===== src/rtl/xor_check_monitor.sv =====
// rtl/xor_check_monitor.sv - monitors that a/b differ on every qualified sample, counts outcomes and raises a sticky alarm on a fail run
// Optional first-fail capture enabled by defining XOR_CHK_FIRST_FAIL_EN.
module xor_check_monitor #(
  parameter int CNT_W     = 8,
  parameter int RUN_LIMIT = 3
) (
  input  logic             clk,
  input  logic             rst,
  input  logic             en,
  input  logic             a,
  input  logic             b,
  input  logic             clr,
  output logic             fail,
  output logic [CNT_W-1:0] pass_cnt,
  output logic [CNT_W-1:0] fail_cnt,
  output logic [CNT_W-1:0] run_len,
  output logic             alarm,
  output logic [1:0]       state
`ifdef XOR_CHK_FIRST_FAIL_EN
  ,
  output logic             first_fail_vld,
  output logic [CNT_W-1:0] first_fail_idx
`endif
);

  typedef enum logic [1:0] {
    S_IDLE    = 2'd0,
    S_MONITOR = 2'd1,
    S_ALARM   = 2'd2
  } state_t;

  localparam logic [CNT_W-1:0] CNT_MAX = '1;
  localparam logic [CNT_W-1:0] RUN_LIM = RUN_LIMIT[CNT_W-1:0];

  state_t           state_q;
  state_t           state_d;
  logic             smp;
  logic             smp_fail;
  logic             smp_pass;
  logic [CNT_W-1:0] run_len_d;

  function automatic logic [CNT_W-1:0] sat_inc(input logic [CNT_W-1:0] v);
    return (v == CNT_MAX) ? v : v + 1'b1;
  endfunction

  // clr discards a coincident sample, so it masks the qualifier here
  assign smp      = en & ~clr;
  assign smp_fail = smp & ~(a ^ b);
  assign smp_pass = smp & (a ^ b);

  always_comb begin
    run_len_d = run_len;
    if (smp_fail) begin
      run_len_d = sat_inc(run_len);
    end else if (smp_pass) begin
      run_len_d = '0;
    end
  end

  always_comb begin
    state_d = state_q;
    if (clr) begin
      state_d = S_IDLE;
    end else if (smp) begin
      case (state_q)
        S_IDLE, S_MONITOR: begin
          // IDLE can go straight to ALARM when RUN_LIMIT is 1
          if (smp_fail && (run_len_d == RUN_LIM)) begin
            state_d = S_ALARM;
          end else begin
            state_d = S_MONITOR;
          end
        end
        S_ALARM: state_d = S_ALARM;
        default: state_d = S_IDLE;
      endcase
    end
  end

  always_ff @(posedge clk) begin
    if (rst) begin
      state_q <= S_IDLE;
      alarm   <= 1'b0;
    end else begin
      state_q <= state_d;
      alarm   <= (state_d == S_ALARM);
    end
  end

  always_ff @(posedge clk) begin
    if (rst || clr) begin
      fail     <= 1'b0;
      pass_cnt <= '0;
      fail_cnt <= '0;
      run_len  <= '0;
    end else begin
      fail    <= smp_fail;
      run_len <= run_len_d;
      if (smp_pass) begin
        pass_cnt <= sat_inc(pass_cnt);
      end
      if (smp_fail) begin
        fail_cnt <= sat_inc(fail_cnt);
      end
    end
  end

  assign state = state_q;

`ifdef XOR_CHK_FIRST_FAIL_EN
  logic [CNT_W-1:0] smp_idx;

  // smp_idx holds the zero-based index of the sample being taken this cycle
  always_ff @(posedge clk) begin
    if (rst || clr) begin
      smp_idx        <= '0;
      first_fail_vld <= 1'b0;
      first_fail_idx <= '0;
    end else begin
      if (smp) begin
        smp_idx <= sat_inc(smp_idx);
      end
      if (smp_fail && !first_fail_vld) begin
        first_fail_vld <= 1'b1;
        first_fail_idx <= smp_idx;
      end
    end
  end
`endif

endmodule


===== config.mk =====
export PLATFORM = sky130hd
export DESIGN_NAME = xor_check_monitor
export DESIGN_NICKNAME = d
export VERILOG_FILES = /design/src/rtl/xor_check_monitor.sv
export SDC_FILE = /design/constraint.sdc
export NUM_CORES = 1
export LEC_CHECK = 0
export ABC_AREA = 1
export CORE_ASPECT_RATIO = 0.8
export CORE_MARGIN = 2
export CORE_UTILIZATION = 50
export DETAILED_ROUTE_END_ITERATION = 8
export DONT_BUFFER_PORTS = 1
export HOLD_SLACK_MARGIN = 0.15
export PLACE_DENSITY = 0.72
export SETUP_SLACK_MARGIN = 0.1
export SLEW_MARGIN = 30
export SYNTH_ARGS = -nofsm -noshare
export SYNTH_HDL_FRONTEND = slang
export SYNTH_SLANG_ARGS = --single-unit

===== constraint.sdc =====
create_clock -name clk -period 1.5 [get_ports clk]
set_input_delay 0.15 -clock clk [delete_from_list [all_inputs] [get_ports clk]]
set_output_delay 0.15 -clock clk [all_outputs]
set_load 0.05 [all_outputs]

==> metrics.md, run 1 <==
| Metric | Value |
|---|---|
| Register-to-register setup slack | -0.15 ns |
| Crit path arrival time | about 1.9 ns |
| Post-route clock period utilization | 110% |
| Capturing point of the worst reg2reg path | alarm$_SDFF_PP0_ |
| Count of clock tree sinks | 28 |
| Synthesized Nets | 234 |
| Final setup viols | 3 |
| Sort of element at the start of the critical path | register |
| Number of global-route vias before repair | roughly 1.5k |
| Finished Cell Area | approximately 2300 um^2 |
| Count of input and output buffers | 0 |
| H-tree level count | 1 |
| Register-to-Register Path Depth | 13 |
| Instance area at placement | approximately 1900 um^2 |
| Combined area of the multi-input logic cells | between 1000 and 1500 um^2 |
| Fillers | about 180 |
| Kind of critical path | register to register |
| Max Clk Rate | approximately 600 MHz |
| Iteration count of the initial detailed-routing pass | 7 |
| Final period demand of the worst path | ~1.7 ns |
| Total number of vias | about 1.6k |
| Share of the core filled with cells | ~80% |
| Site row count | 17 |
| Remaining global-route overflow | 0 |
| Unrepaired setup endpoints after global routing | true |
| Leakage | ~1.0 nW |
| Antenna violations before repair | 0 |
| Setup slack after layout | -0.150 ns |
| Most used DFF post-synth | sky130_fd_sc_hd__dfxtp_1 |
| Per-instance average area after synthesis | roughly 6.7 um^2 |
| Worst hold path stage count | 3 |
| Gp weighted congestion | ~0.9 |
| Type of the most critical hold path | input pin to register |
| Clock tree from TritonCTS | done |
| Library cell with the largest summed area after synthesis | sky130_fd_sc_hd__dfxtp_1 |
| Global-route wire length before repair | ~6500 um |
| Clock transition at the register clock pins on the worst setup and hold paths after CTS | around 0.1 ns |
| Combined global-route utilization of all metal layers | approximately a quarter |
| Floorplan Core Area | 2810 um^2 |
| Number of nets in the final layout | about 280 |
| DR DRC count | 0 |
| Max clock buf depth | 2 |
| # IOs | 34 |
| Worst vdd rail ir drop | approximately 0.66 mV |
| HPWL reported at the end of detailed placement | 2730 um |
| Fin Clk Skew | roughly 0.0035 ns |
| Share of the synthesized area in the top cell type | 37.1% |
| Gate count after technology mapping | around 230 |
| Die Ht | 53.2 um |
| Most frequently used cell type in the post-synthesis netlist | sky130_fd_sc_hd__nand2_1 |
| Maximum number of pins on one net before global-route repair | 17 |
| Routed wire length | 4200 um |
| Hold Crit Start | en |
| Mean number of vias per cell | between 5 and 6 |
| Starting utilization of the core area | approximately 54% |
| Placed Cells incl. Taps | 295 |
| Post-synthesis cell type count | 29 |
| Portion of the post-synthesis area used by sequential elements | approximately 37% |
| Layout Area Growth over Synthesis | 51.9% |
| Proportion of register bits with asynchronous set or reset after synthesis | 0% |
| Antenna Diode Count | 0 |
| Initial detailed-routing violation count | ~100 |
| Total die area | roughly 3500 um^2 |
| PwrDens | about 640 nW/um^2 |
| Cell Area, Synth | 1510 um^2 |
| Status | complete, but fails checks |
| Post-Route Setup TNS | -0.390 ns |
| Max Cap Violations | 0 |
| Post-synth EDFFs | 0 |
| Top area cells in the synthesized netlist | sky130_fd_sc_hd__dfxtp_1 37%, sky130_fd_sc_hd__nand2_1 13%, sky130_fd_sc_hd__inv_1 8.9%, sky130_fd_sc_hd__nand3_1 6.6%, sky130_fd_sc_hd__a21oi_1 5.6% |
| Failing checks | negative setup slack |
| Critical Path Fanout Max | 4 |
| Endpoint kind of the worst setup timing path | register |
| Layout cells sized above 1 | 42.3% |
| Data required time at the worst endpoint | about 1.7 ns |
| FF-to-FF Start | run_len[0]$_SDFF_PP0_ |
| Storage cell area | 599 um^2 |
| Clock tree root buffer cell | sky130_fd_sc_hd__clkbuf_8 |
| Worst-Skew Late Latency | 0.27 ns |
| TritonCTS buffer count | 3 |
| Slew margin rel. | between 60 and 70% |
| Pins Over Slew Limit | 0 |
| Horizontal die dimension | ~65 um |
| Post-synthesis sequential element count | 28 |
| Final ANT Viol Nets | 0 |
| Least-Margin Pin Slew | ~0.57 ns |
| Endpoints failing hold | 0 |
| Non-filler instance count after layout | 312 |
| Routed wire length per instance | between 10 and 15 um |
| Worst slack, placed | -0.105 ns |
| Number of warnings reported in the yosys synthesis log | 0 |
| Top post-synthesis cells by count | 53 x sky130_fd_sc_hd__nand2_1, 36 x sky130_fd_sc_hd__inv_1, 28 x sky130_fd_sc_hd__dfxtp_1, 22 x sky130_fd_sc_hd__nor2_1, 20 x sky130_fd_sc_hd__nand3_1 |
| Capture endpoint of the worst hold path | state[0]$_SDFF_PP0_ |
[flip-flops by register name (all words and copies together) (netlist names)]
register,count
alarm,1
fail,1
fail_cnt,8
pass_cnt,8
run_len,8
state,2
[critical path, cell delays in order, from the launching register on]
cell and delay (ns):
sky130_fd_sc_hd__dfxtp_4 0.37, sky130_fd_sc_hd__ha_4 0.17, sky130_fd_sc_hd__nand2_4 0.07, sky130_fd_sc_hd__nor2_4 0.05, sky130_fd_sc_hd__buf_4 0.15, sky130_fd_sc_hd__nand3_2 0.06
sky130_fd_sc_hd__nand2_2 0.06, sky130_fd_sc_hd__nor2_2 0.12, sky130_fd_sc_hd__nand3_2 0.09, sky130_fd_sc_hd__nor2_4 0.12, sky130_fd_sc_hd__nand3_1 0.07, sky130_fd_sc_hd__nand2_1 0.09
sky130_fd_sc_hd__nand2_1 0.06, sky130_fd_sc_hd__nor2_1 0.10
[layout make-up]
| class | instances | share of cell area (%) |
|---|---|---|
| multi-input cells | 158 | 45.6 |
| flip-flops and latches | 28 | 26.1 |
| repair buffers | 47 | 16.8 |
| inverters | 37 | 6.32 |
| well taps | 38 | 2.07 |
| clock buffers | 3 | 1.80 |
| clock inverters | 1 | 1.31 |
[kinds of logic after synthesis]
kind of cell	synth area share, %
xor+xnor	1.16
buf+inv	9.85
flops	37.1
simple gates	37.1
fa+ha+maj	2.48
compound gates	12.3
[stage by stage]
step | power (W) | hold slack, ns
after global placement | 0.000859 | 0.226
after CTS | 0.00145 | 0.122
after global routing | 0.00151 | 0.170
after floorplan | 0.000833 | 0.222
after detailed placement | 0.000861 | 0.226
final | 0.00146 | 0.158
[power breakdown]
part	switching, W	internal, W	total [W]
logic	0.0000781	0.0000406	0.000119
registers	0.00000849	0.000739	0.000748
clock network	0.000236	0.000357	0.000594
[per-layer routing]
metal	track usage [%]	up-vias	share of wire [%]
met1	29.9	746	44
met4	3.82	0	0.38
met3	5.53	2	4.6
li1	-	825	-
met5	0	-	0
met2	44.4	39	51
[worst max-delay path by stage]
stage                     slack, ns                       end                startpoint  depth (start not counted)
after CTS                     -0.09          alarm$_SDFF_PP0_     run_len[0]$_SDFF_PP0_                         13
after detailed placement      -0.11          alarm$_SDFF_PP0_     run_len[0]$_SDFF_PP0_                         13
final                         -0.15          alarm$_SDFF_PP0_     run_len[0]$_SDFF_PP0_                         13
after global placement        -0.03          alarm$_SDFF_PP0_     run_len[0]$_SDFF_PP0_                         13
after floorplan                -0.1  fail_cnt[5]$_SDFFE_PP0P_  fail_cnt[1]$_SDFFE_PP0P_                          9
after global routing          -0.26          alarm$_SDFF_PP0_     run_len[0]$_SDFF_PP0_                         13
[layout by cell type, fill, tap and decap left out, types with 2 or more instances in the layout]
master / count
sky130_fd_sc_hd__buf_4: 41
sky130_fd_sc_hd__nand2_1: 47
sky130_fd_sc_hd__ha_4: 3
sky130_fd_sc_hd__nor3_4: 2
sky130_fd_sc_hd__o21ai_2: 2
sky130_fd_sc_hd__buf_6: 2
sky130_fd_sc_hd__clkbuf_8: 3
sky130_fd_sc_hd__dfxtp_2: 13
sky130_fd_sc_hd__inv_4: 2
sky130_fd_sc_hd__a21oi_1: 13
sky130_fd_sc_hd__dlygate4sd3_1: 2
sky130_fd_sc_hd__nand2_4: 4
sky130_fd_sc_hd__a21oi_2: 4
sky130_fd_sc_hd__inv_1: 33
sky130_fd_sc_hd__nand2_2: 4
sky130_fd_sc_hd__nor2_4: 5
sky130_fd_sc_hd__dfxtp_4: 6
sky130_fd_sc_hd__nand4_1: 3
sky130_fd_sc_hd__nand3_4: 3
sky130_fd_sc_hd__nand3_2: 7
sky130_fd_sc_hd__o21ai_1: 3
sky130_fd_sc_hd__nor4_4: 2
sky130_fd_sc_hd__nor2_2: 3
sky130_fd_sc_hd__o21ai_0: 9
sky130_fd_sc_hd__nand3_1: 13
sky130_fd_sc_hd__nor3_1: 3
sky130_fd_sc_hd__o21a_1: 2
sky130_fd_sc_hd__dfxtp_1: 9
sky130_fd_sc_hd__nor2_1: 18
[what timing repair did]
| action | CTS | global route |
|---|---|---|
| hold endpoints to repair | 2 | 0 |
| buffers inserted | 9 | 2 |
| gates resized for setup | 11 | 43 |
| hold buffers | 2 | 0 |
| setup endpoints to repair | 14 | 18 |
| pin swaps | 17 | 12 |
No activity file was read; power rests on OpenSTA's default activity.
==> inputs of run 2 (changes only) <==
--- a/config.mk
+++ b/config.mk
@@ -6,13 +6,15 @@
 export NUM_CORES = 1
 export LEC_CHECK = 0
 export ABC_AREA = 1
+export CELL_PAD_IN_SITES_DETAIL_PLACEMENT = 0
+export CELL_PAD_IN_SITES_GLOBAL_PLACEMENT = 1
 export CORE_ASPECT_RATIO = 0.8
 export CORE_MARGIN = 2
-export CORE_UTILIZATION = 50
+export CORE_UTILIZATION = 39
 export DETAILED_ROUTE_END_ITERATION = 8
 export DONT_BUFFER_PORTS = 1
 export HOLD_SLACK_MARGIN = 0.15
-export PLACE_DENSITY = 0.72
+export PLACE_DENSITY = 0.78
 export SETUP_SLACK_MARGIN = 0.1
 export SLEW_MARGIN = 30
 export SYNTH_ARGS = -nofsm -noshare
==> run 2 against run 1 <==
Against the previous run: critical path depth unchanged; non-clock buffer count increased by 7; worst setup slack improved by 0.025 ns; design area decreased by 0.76%; largest power group unchanged; die area increased by 26%; via count decreased by 1.7%; first-iteration DRC count decreased by 51%; combinational power about the same; the run still ends with negative setup slack left.
==> metrics.md, run 2 (synthesis gave the netlist of run 1 again) <==
| Metric | Value |
|---|---|
| # IOs | 34 (unchanged) |
| Mean number of vias per cell | 4.87 (-5.7%) |
| Total number of vias | 1584 (-1.7%) |
| Met1 layer usage reported by global route | 26.7% (-3.3 points) |
| Sw Pwr | 0.000327 W (+1.1%) |
| Gp weighted congestion | 0.815 (-7.8%) |
| P_int | 0.00114 W (about the same) |
| Unrepaired setup endpoints after global routing | true |
| Initial detailed-routing violation count | 50 (-51%) |
| Total die area | 4390 um^2 (+26%) |
| HPWL reported at the end of detailed placement | 2950 um (+8.1%) |
| Regs by FF count | fail_cnt x8, pass_cnt x8, run_len x8 |
| Number of nets in the final layout | 291 (+2.5%) |
| Floorplan Core Area | 3750 um^2 (+34%) |
| Endpoints failing hold | 0 (unchanged) |
| Count of clock tree sinks | 28 (unchanged) |
| H-tree level count | 1 (unchanged) |
| Non-filler instance count after layout | 325 (+4.2%) |
| Pins Over Slew Limit | 0 (unchanged) |
| Routed wire length | 4000 um (-4.7%) |
| Antenna Diode Count | 0 (unchanged) |
| Crit path arrival time | 1.85 ns (-0.02 ns) |
| Routed wire length per instance | 12.3 um (-8.5%) |
| Clock tree from TritonCTS | done |
| Power consumption | 0.00146 W (+0.22%) |
| Clock transition at the register clock pins on the worst setup and hold paths after CTS | 0.10 ns (about the same) |
| Kind of critical path | register to register |
| Count of input and output buffers | 0 (unchanged) |
| Critical Path Fanout Max | 4 (unchanged) |
| Horizontal die dimension | 73.6 um (+12%) |
| Remaining global-route overflow | 0 (unchanged) |
| Worst vdd rail ir drop | 0.305 mV (-54%) |
| Proportion of total power due to net switching | 22.3% (+0.20 points) |
| Clock tree root buffer cell | sky130_fd_sc_hd__clkbuf_8 |
| Final setup viols | 7 (+4) |
| Endpoint kind of the worst setup timing path | register |
| Fin Clk Skew | 0.00656 ns (+0.00304 ns) |
| Maximum number of pins on one net before global-route repair | 17 (unchanged) |
| Post-route clock period utilization | 108% (-1.7 points) |
| Commonest non-fill, non-tap cells in the layout | 50 x sky130_fd_sc_hd__buf_4, 42 x sky130_fd_sc_hd__nand2_1, 33 x sky130_fd_sc_hd__inv_1 |
| Clk network pwr share | 40.8% (about the same) |
| Final period demand of the worst path | 1.63 ns (-0.0249 ns) |
| DR DRC count | 0 (unchanged) |
| Failing checks | negative setup slack |
| Layout cells sized above 1 | 43.1% (+0.72 points) |
| Fillers | 360 (+100%) |
| PwrDens | 642 nW/um^2 (+0.99%) |
| Max Cap Violations | 0 (unchanged) |
| Max clock buf depth | 2 (unchanged) |
| Antenna violations before repair | 0 (unchanged) |
| Number of global-route vias before repair | 1490 (-0.53%) |
| Type of the most critical hold path | input pin to register |
| TritonCTS buffer count | 3 (unchanged) |
| Iteration count of the initial detailed-routing pass | 4 (-3) |
| Layer with the highest usage after global routing | met2 |
| Starting utilization of the core area | 40.3% (-14 points) |
| Layout Area Growth over Synthesis | 50.7% |
| Data required time at the worst endpoint | 1.72 ns (about the same) |
| Site row count | 20 (+3) |
| Share of total power in sequential cells | 51.0% (-0.2 points) |
| Share of the core filled with cells | 60.7% (-21 points) |
| Commonest non-fill, non-tap cell in the layout | sky130_fd_sc_hd__buf_4 |
| Combined global-route utilization of all metal layers | 19.8% (-4.5 points) |
| Max Clk Rate | 615 MHz (+1.5%) |
| Worst-Skew Late Latency | 0.28 ns (about the same) |
| Sort of element at the start of the critical path | register |
| Final ANT Viol Nets | 0 (unchanged) |
| Die Ht | 59.7 um (+12%) |
| Slew margin rel. | 58.9% (-3.2 points) |
| Leakage | 1.03 nW (-2.1%) |
| Global-route wire length before repair | 6760 um (+3.3%) |
| Least-Margin Pin Slew | 0.616 ns (+0.0482 ns) |
| GR Util met3 | 3.20% (-2.3 points) |
| Global-route met2 utilization | 33.3% (-11 points) |
| Status | complete, but fails checks |
| Placed Cells incl. Taps | 313 (+6.1%) |
| Post-Route Setup TNS | -0.498 ns (-0.108 ns) |
| Setup slack after layout | -0.126 ns (+0.0249 ns) |
| Portion of total power attributed to combinational logic | 8.1% (about the same) |
run 2: cell types whose count changed in the layout (fill, tap and decap cells not counted), sizes merged:
cell | previous run | this run
buf | 45 | 52
run 2: worst max-delay path: stages (launching register included):
cell	delay (ns)
sky130_fd_sc_hd__dfxtp_4	0.37
sky130_fd_sc_hd__ha_4	0.17
sky130_fd_sc_hd__nand2_4	0.07
sky130_fd_sc_hd__nor2_4	0.05
sky130_fd_sc_hd__buf_4	0.14
sky130_fd_sc_hd__nand3_2	0.05
sky130_fd_sc_hd__nand2_2	0.06
sky130_fd_sc_hd__nor2_2	0.11
sky130_fd_sc_hd__nand3_1	0.09
sky130_fd_sc_hd__nor2_2	0.14
sky130_fd_sc_hd__nand4_1	0.10
sky130_fd_sc_hd__nand2_1	0.08
sky130_fd_sc_hd__nand2_2	0.05
sky130_fd_sc_hd__nor2_1	0.10
run 2: power groups by stage:
stage / Sequential (W) / Combinational (W) / Clock (W)
6_report: 0.000747 / 0.000119 / 0.000598
5_1_grt: 0.000748 / 0.000132 / 0.000644
4_1_cts: 0.000747 / 0.000112 / 0.000612
3_5_place_dp: 0.000764 / 0.000105 / 0
3_3_place_gp: 0.000764 / 0.000104 / 0
2_1_floorplan: 0.000781 / 0.0000521 / 0
run 2: area by class of cell:
| cell class | count | area (um^2) | area share (%) |
|---|---|---|---|
| Timing Repair Buffer | 54 | 418 | 18.3 |
| Clock inverter | 1 | 30.0 | 1.32 |
| Clock buffer | 3 | 41.3 | 1.81 |
| Tap cell | 44 | 55.1 | 2.42 |
| Sequential cell | 28 | 599 | 26.3 |
| Inverter | 37 | 143 | 6.26 |
| Multi-Input combinational cell | 158 | 992 | 43.5 |
run 2: final timing paths:
path,startpoint,slack [ns],cells past startpoint,end
worst max-delay path,run_len[0]$_SDFF_PP0_,-0.13,13,alarm$_SDFF_PP0_
worst min-delay path,rst,0.21,4,fail_cnt[1]$_SDFFE_PP0P_
worst max register to register,run_len[0]$_SDFF_PP0_,-0.13,13,alarm$_SDFF_PP0_
worst min register to register,run_len[4]$_SDFF_PP0_,0.55,2,run_len[4]$_SDFF_PP0_
run 2: layer usage:
layer  wire length, um  part of all wire, %
met1              1910                   48
met2              1940                   48
met3               129                  3.2
met4                21                 0.52
met5                 0                    0
run 2: per-stage QoR:
stage / hold slack (ns) / instance area [um^2] / setup slack [ns]
after detailed placement: 0.225 / 2000 / -0.0892
after global placement: 0.224 / 2000 / -0.0668
after floorplan: 0.222 / 1600 / -0.100
after CTS: 0.198 / 2170 / -0.0889
final: 0.207 / 2280 / -0.126
after global routing: 0.221 / 2280 / -0.245
run 2: repair_timing:
item / CTS / global route
resized for setup: 16 / 24
setup endpoints to repair: 14 / 22
gates cloned: 0 / 0
pin swaps: 8 / 10
setup buffers: 4 / 2
hold endpoints to repair: 2 / 0
hold buffers: 2 / 0
==> inputs of run 3 (changes only) <==
--- a/config.mk
+++ b/config.mk
@@ -6,13 +6,13 @@
 export NUM_CORES = 1
 export LEC_CHECK = 0
 export ABC_AREA = 1
+export BUFFER_PORTS_ARGS = -buffer_cell sky130_fd_sc_hd__clkbuf_2
 export CELL_PAD_IN_SITES_DETAIL_PLACEMENT = 0
 export CELL_PAD_IN_SITES_GLOBAL_PLACEMENT = 1
 export CORE_ASPECT_RATIO = 0.8
 export CORE_MARGIN = 2
-export CORE_UTILIZATION = 39
+export CORE_UTILIZATION = 33
 export DETAILED_ROUTE_END_ITERATION = 8
-export DONT_BUFFER_PORTS = 1
 export HOLD_SLACK_MARGIN = 0.15
 export PLACE_DENSITY = 0.78
 export SETUP_SLACK_MARGIN = 0.1
==> run 3 against run 2 <==
Against the previous run: the run still ends with negative setup slack left; design area grew 0.49%; critical path depth is the same; via count grew 3.7%; largest cell class unchanged; routed wire length shrank 2.8%; sequential share of layout area grew 0.089 points; utilization shrank 7.2 points; global-route usage shrank 4.1 points; critical path type unchanged; clock-buffer cell count is the same.
==> metrics.md, run 3 (synthesis gave the netlist of run 1 again) <==
| Metric | Value |
|---|---|
| # IOs | 34 (unchanged) |
| Count of clock tree sinks | 28 (unchanged) |
| Commonest non-fill, non-tap cell in the layout | sky130_fd_sc_hd__nand2_1 |
| Critical Path Slowest Stage Cell | sky130_fd_sc_hd__dfxtp_4 |
| Worst hold path stage count | 4 (unchanged) |
| HPWL reported at the end of detailed placement | 2870 um (-3.0%) |
| Floorplan Core Area | 4280 um^2 (+14%) |
| Die Ht | 64.5 um (+8.1%) |
| Total buffers and inverters traversed by the critical path | 1 (unchanged) |
| Endpoint kind of the worst setup timing path | register |
| DR DRC count | 0 (unchanged) |
| PwrDens | 560 nW/um^2 (-13%) |
| Initial detailed-routing violation count | 78 (+56%) |
| Total number of vias | 1642 (+3.7%) |
| Status | complete, but fails checks |
| Failing checks | negative setup slack |
| TritonCTS buffer count | 3 (unchanged) |
| Ordered cell list for the critical path | ha_4 -> nand2_4 -> nor2_4 -> nand3_4 -> nand3_2 -> nand2_1 -> nand2_2 -> inv_2 -> nor2_4 -> nand4_1 -> nand2_1 -> nand2_1 -> nor2_1 |
| Sort of element at the start of the critical path | register |
| Leakage | 1.11 nW (+7.8%) |
| Setup slack after layout | -0.104 ns (+0.0212 ns) |
| Regs by FF count | fail_cnt x8, pass_cnt x8, run_len x8 |
| Hold Crit Start | en |
| Site row count | 21 (+5.0%) |
| Iteration count of the initial detailed-routing pass | 4 (unchanged) |
| Layout Area Growth over Synthesis | 51.5% |
| Antenna violations before repair | 0 (unchanged) |
| Global-route wire length before repair | 6440 um (-4.7%) |
| Max Cap Violations | 0 (unchanged) |
| Mean number of vias per cell | 4.68 (-4.0%) |
| Number of global-route vias before repair | 1403 (-5.8%) |
| Final setup viols | 3 (-4) |
| Layout cells sized above 1 | 45.2% (+2.2 points) |
| Final ANT Viol Nets | 0 (unchanged) |
| Combined global-route utilization of all metal layers | 15.7% (-4.1 points) |
| Capture endpoint of the worst hold path | state[0]$_SDFF_PP0_ |
| Pins Over Slew Limit | 0 (unchanged) |
| Crit path from | run_len[0]$_SDFF_PP0_ |
| Kind of critical path | register to register |
| Clock tree from TritonCTS | done |
| Gp weighted congestion | 0.796 (-2.4%) |
| Clock transition at the register clock pins on the worst setup and hold paths after CTS | 0.10 ns (about the same) |
| Register-to-register setup slack | -0.10 ns (+0.02 ns) |
| Endpoints failing hold | 0 (unchanged) |
| Capturing point of the worst reg2reg path | alarm$_SDFF_PP0_ |
| Commonest non-fill, non-tap cells in the layout | 44 x sky130_fd_sc_hd__nand2_1, 33 x sky130_fd_sc_hd__clkbuf_2, 32 x sky130_fd_sc_hd__inv_1 |
| Post-route clock period utilization | 107% (-1.4 points) |
| Least-Margin Pin Slew | 0.586 ns (-0.0306 ns) |
| Routed wire length per instance | 11.1 um (-10%) |
| Critical Path Fanout Max | 5 (+1) |
| Maximum number of pins on one net before global-route repair | 17 (unchanged) |
| Post-Route Setup TNS | -0.299 ns (+0.199 ns) |
| Starting utilization of the core area | 35.3% (-5.0 points) |
| FF-to-FF Start | run_len[0]$_SDFF_PP0_ |
| Type of the most critical hold path | input pin to register |
| Horizontal die dimension | 79.7 um (+8.2%) |
| Number of nets in the final layout | 304 (+4.5%) |
| Max clock buf depth | 2 (unchanged) |
| Crit path arrival time | 1.82 ns (-0.03 ns) |
| Slew margin rel. | 60.9% (+2.0 points) |
| Antenna Diode Count | 0 (unchanged) |
| Data required time at the worst endpoint | 1.72 ns (about the same) |
| Hold slack final | 0.206 ns (-0.00114 ns) |
| Unrepaired setup endpoints after global routing | true |
| Routed wire length | 3890 um (-2.8%) |
| Cell repeated most along the worst path | sky130_fd_sc_hd__nand2_1 |
| Clock tree root buffer cell | sky130_fd_sc_hd__clkbuf_8 |
| Register-to-Register Path Depth | 13 (unchanged) |
| Max Clk Rate | 623 MHz (+1.3%) |
| Fin Clk Skew | 0.00687 ns (+0.000316 ns) |
| Family of cells with the greatest summed delay on the critical path | simple AND/OR/NAND/NOR gates |
| Worst-Skew Late Latency | 0.27 ns (about the same) |
| Delay of the slowest cell on the worst path | 0.39 ns (+0.02 ns) |
| Remaining global-route overflow | 0 (unchanged) |
| Total die area | 5140 um^2 (+17%) |
| Count of input and output buffers | 33 (+33) |
| Worst vdd rail ir drop | 0.591 mV (+93%) |
| H-tree level count | 1 (unchanged) |
| Final period demand of the worst path | 1.60 ns (-0.0212 ns) |
run 3: through the flow:
step                      cells  power (W)  setup slack [ns]  util (%)  instance area, um^2
after global routing        351    0.00135            -0.290      53.5                 2290
final                       351    0.00128            -0.104      53.5                 2290
after global placement      335   0.000877           -0.0742      46.6                 2000
after CTS                   345    0.00130           -0.0957      50.0                 2140
after floorplan             225   0.000833            -0.100         -                 1600
after detailed placement    335   0.000878           -0.0941      46.6                 2000
run 3: report_power, final:
group | internal [W] | switching [W] | total, W
registers | 0.000736 | 0.00000488 | 0.000740
clock network | 0.000184 | 0.000231 | 0.000414
logic | 0.0000439 | 0.0000843 | 0.000128
run 3: cell type report:
class / count / area, um^2
timing repair buffer: 67 / 434
tap: 57 / 71.3
clock inverter: 1 / 3.75
fill: 406 / 1990
clock buffer: 3 / 41.3
sequential: 28 / 604
inverter: 37 / 145
multi-input combinational: 158 / 990
run 3: worst max-delay path by stage:
| stage | endpoint | cells after the start |
|---|---|---|
| 2_1_floorplan | fail_cnt[5]$_SDFFE_PP0P_ | 9 |
| 6_report | alarm$_SDFF_PP0_ | 13 |
| 4_1_cts | alarm$_SDFF_PP0_ | 13 |
| 3_3_place_gp | alarm$_SDFF_PP0_ | 13 |
| 5_1_grt | alarm$_SDFF_PP0_ | 13 |
| 3_5_place_dp | alarm$_SDFF_PP0_ | 13 |
run 3: worst reg2reg max path: stages, from the launching register on:
cell,delay [ns]
sky130_fd_sc_hd__dfxtp_4,0.39
sky130_fd_sc_hd__ha_4,0.16
sky130_fd_sc_hd__nand2_4,0.05
sky130_fd_sc_hd__nor2_4,0.15
sky130_fd_sc_hd__nand3_4,0.13
sky130_fd_sc_hd__nand3_2,0.10
sky130_fd_sc_hd__nand2_1,0.07
sky130_fd_sc_hd__nand2_2,0.08
sky130_fd_sc_hd__inv_2,0.05
sky130_fd_sc_hd__nor2_4,0.10
sky130_fd_sc_hd__nand4_1,0.08
sky130_fd_sc_hd__nand2_1,0.07
sky130_fd_sc_hd__nand2_1,0.06
sky130_fd_sc_hd__nor2_1,0.08
run 3: timing repair:
action / 4_1_cts / 5_1_grt
endpoints found under the hold margin: 1 / 0
hold buffers: 1 / 0
gates cloned: 0 / 0
setup endpoints to repair: 15 / 19
pin swaps: 9 / 8
resized for setup: 14 / 30
buffers inserted: 5 / 6
run 3: layer usage:
metal | track usage, % | part of all wire, %
met3 | 4.04 | 3.8
met5 | 0 | 0
met2 | 22.9 | 45
met4 | 2.80 | 1.0
met1 | 23.4 | 50
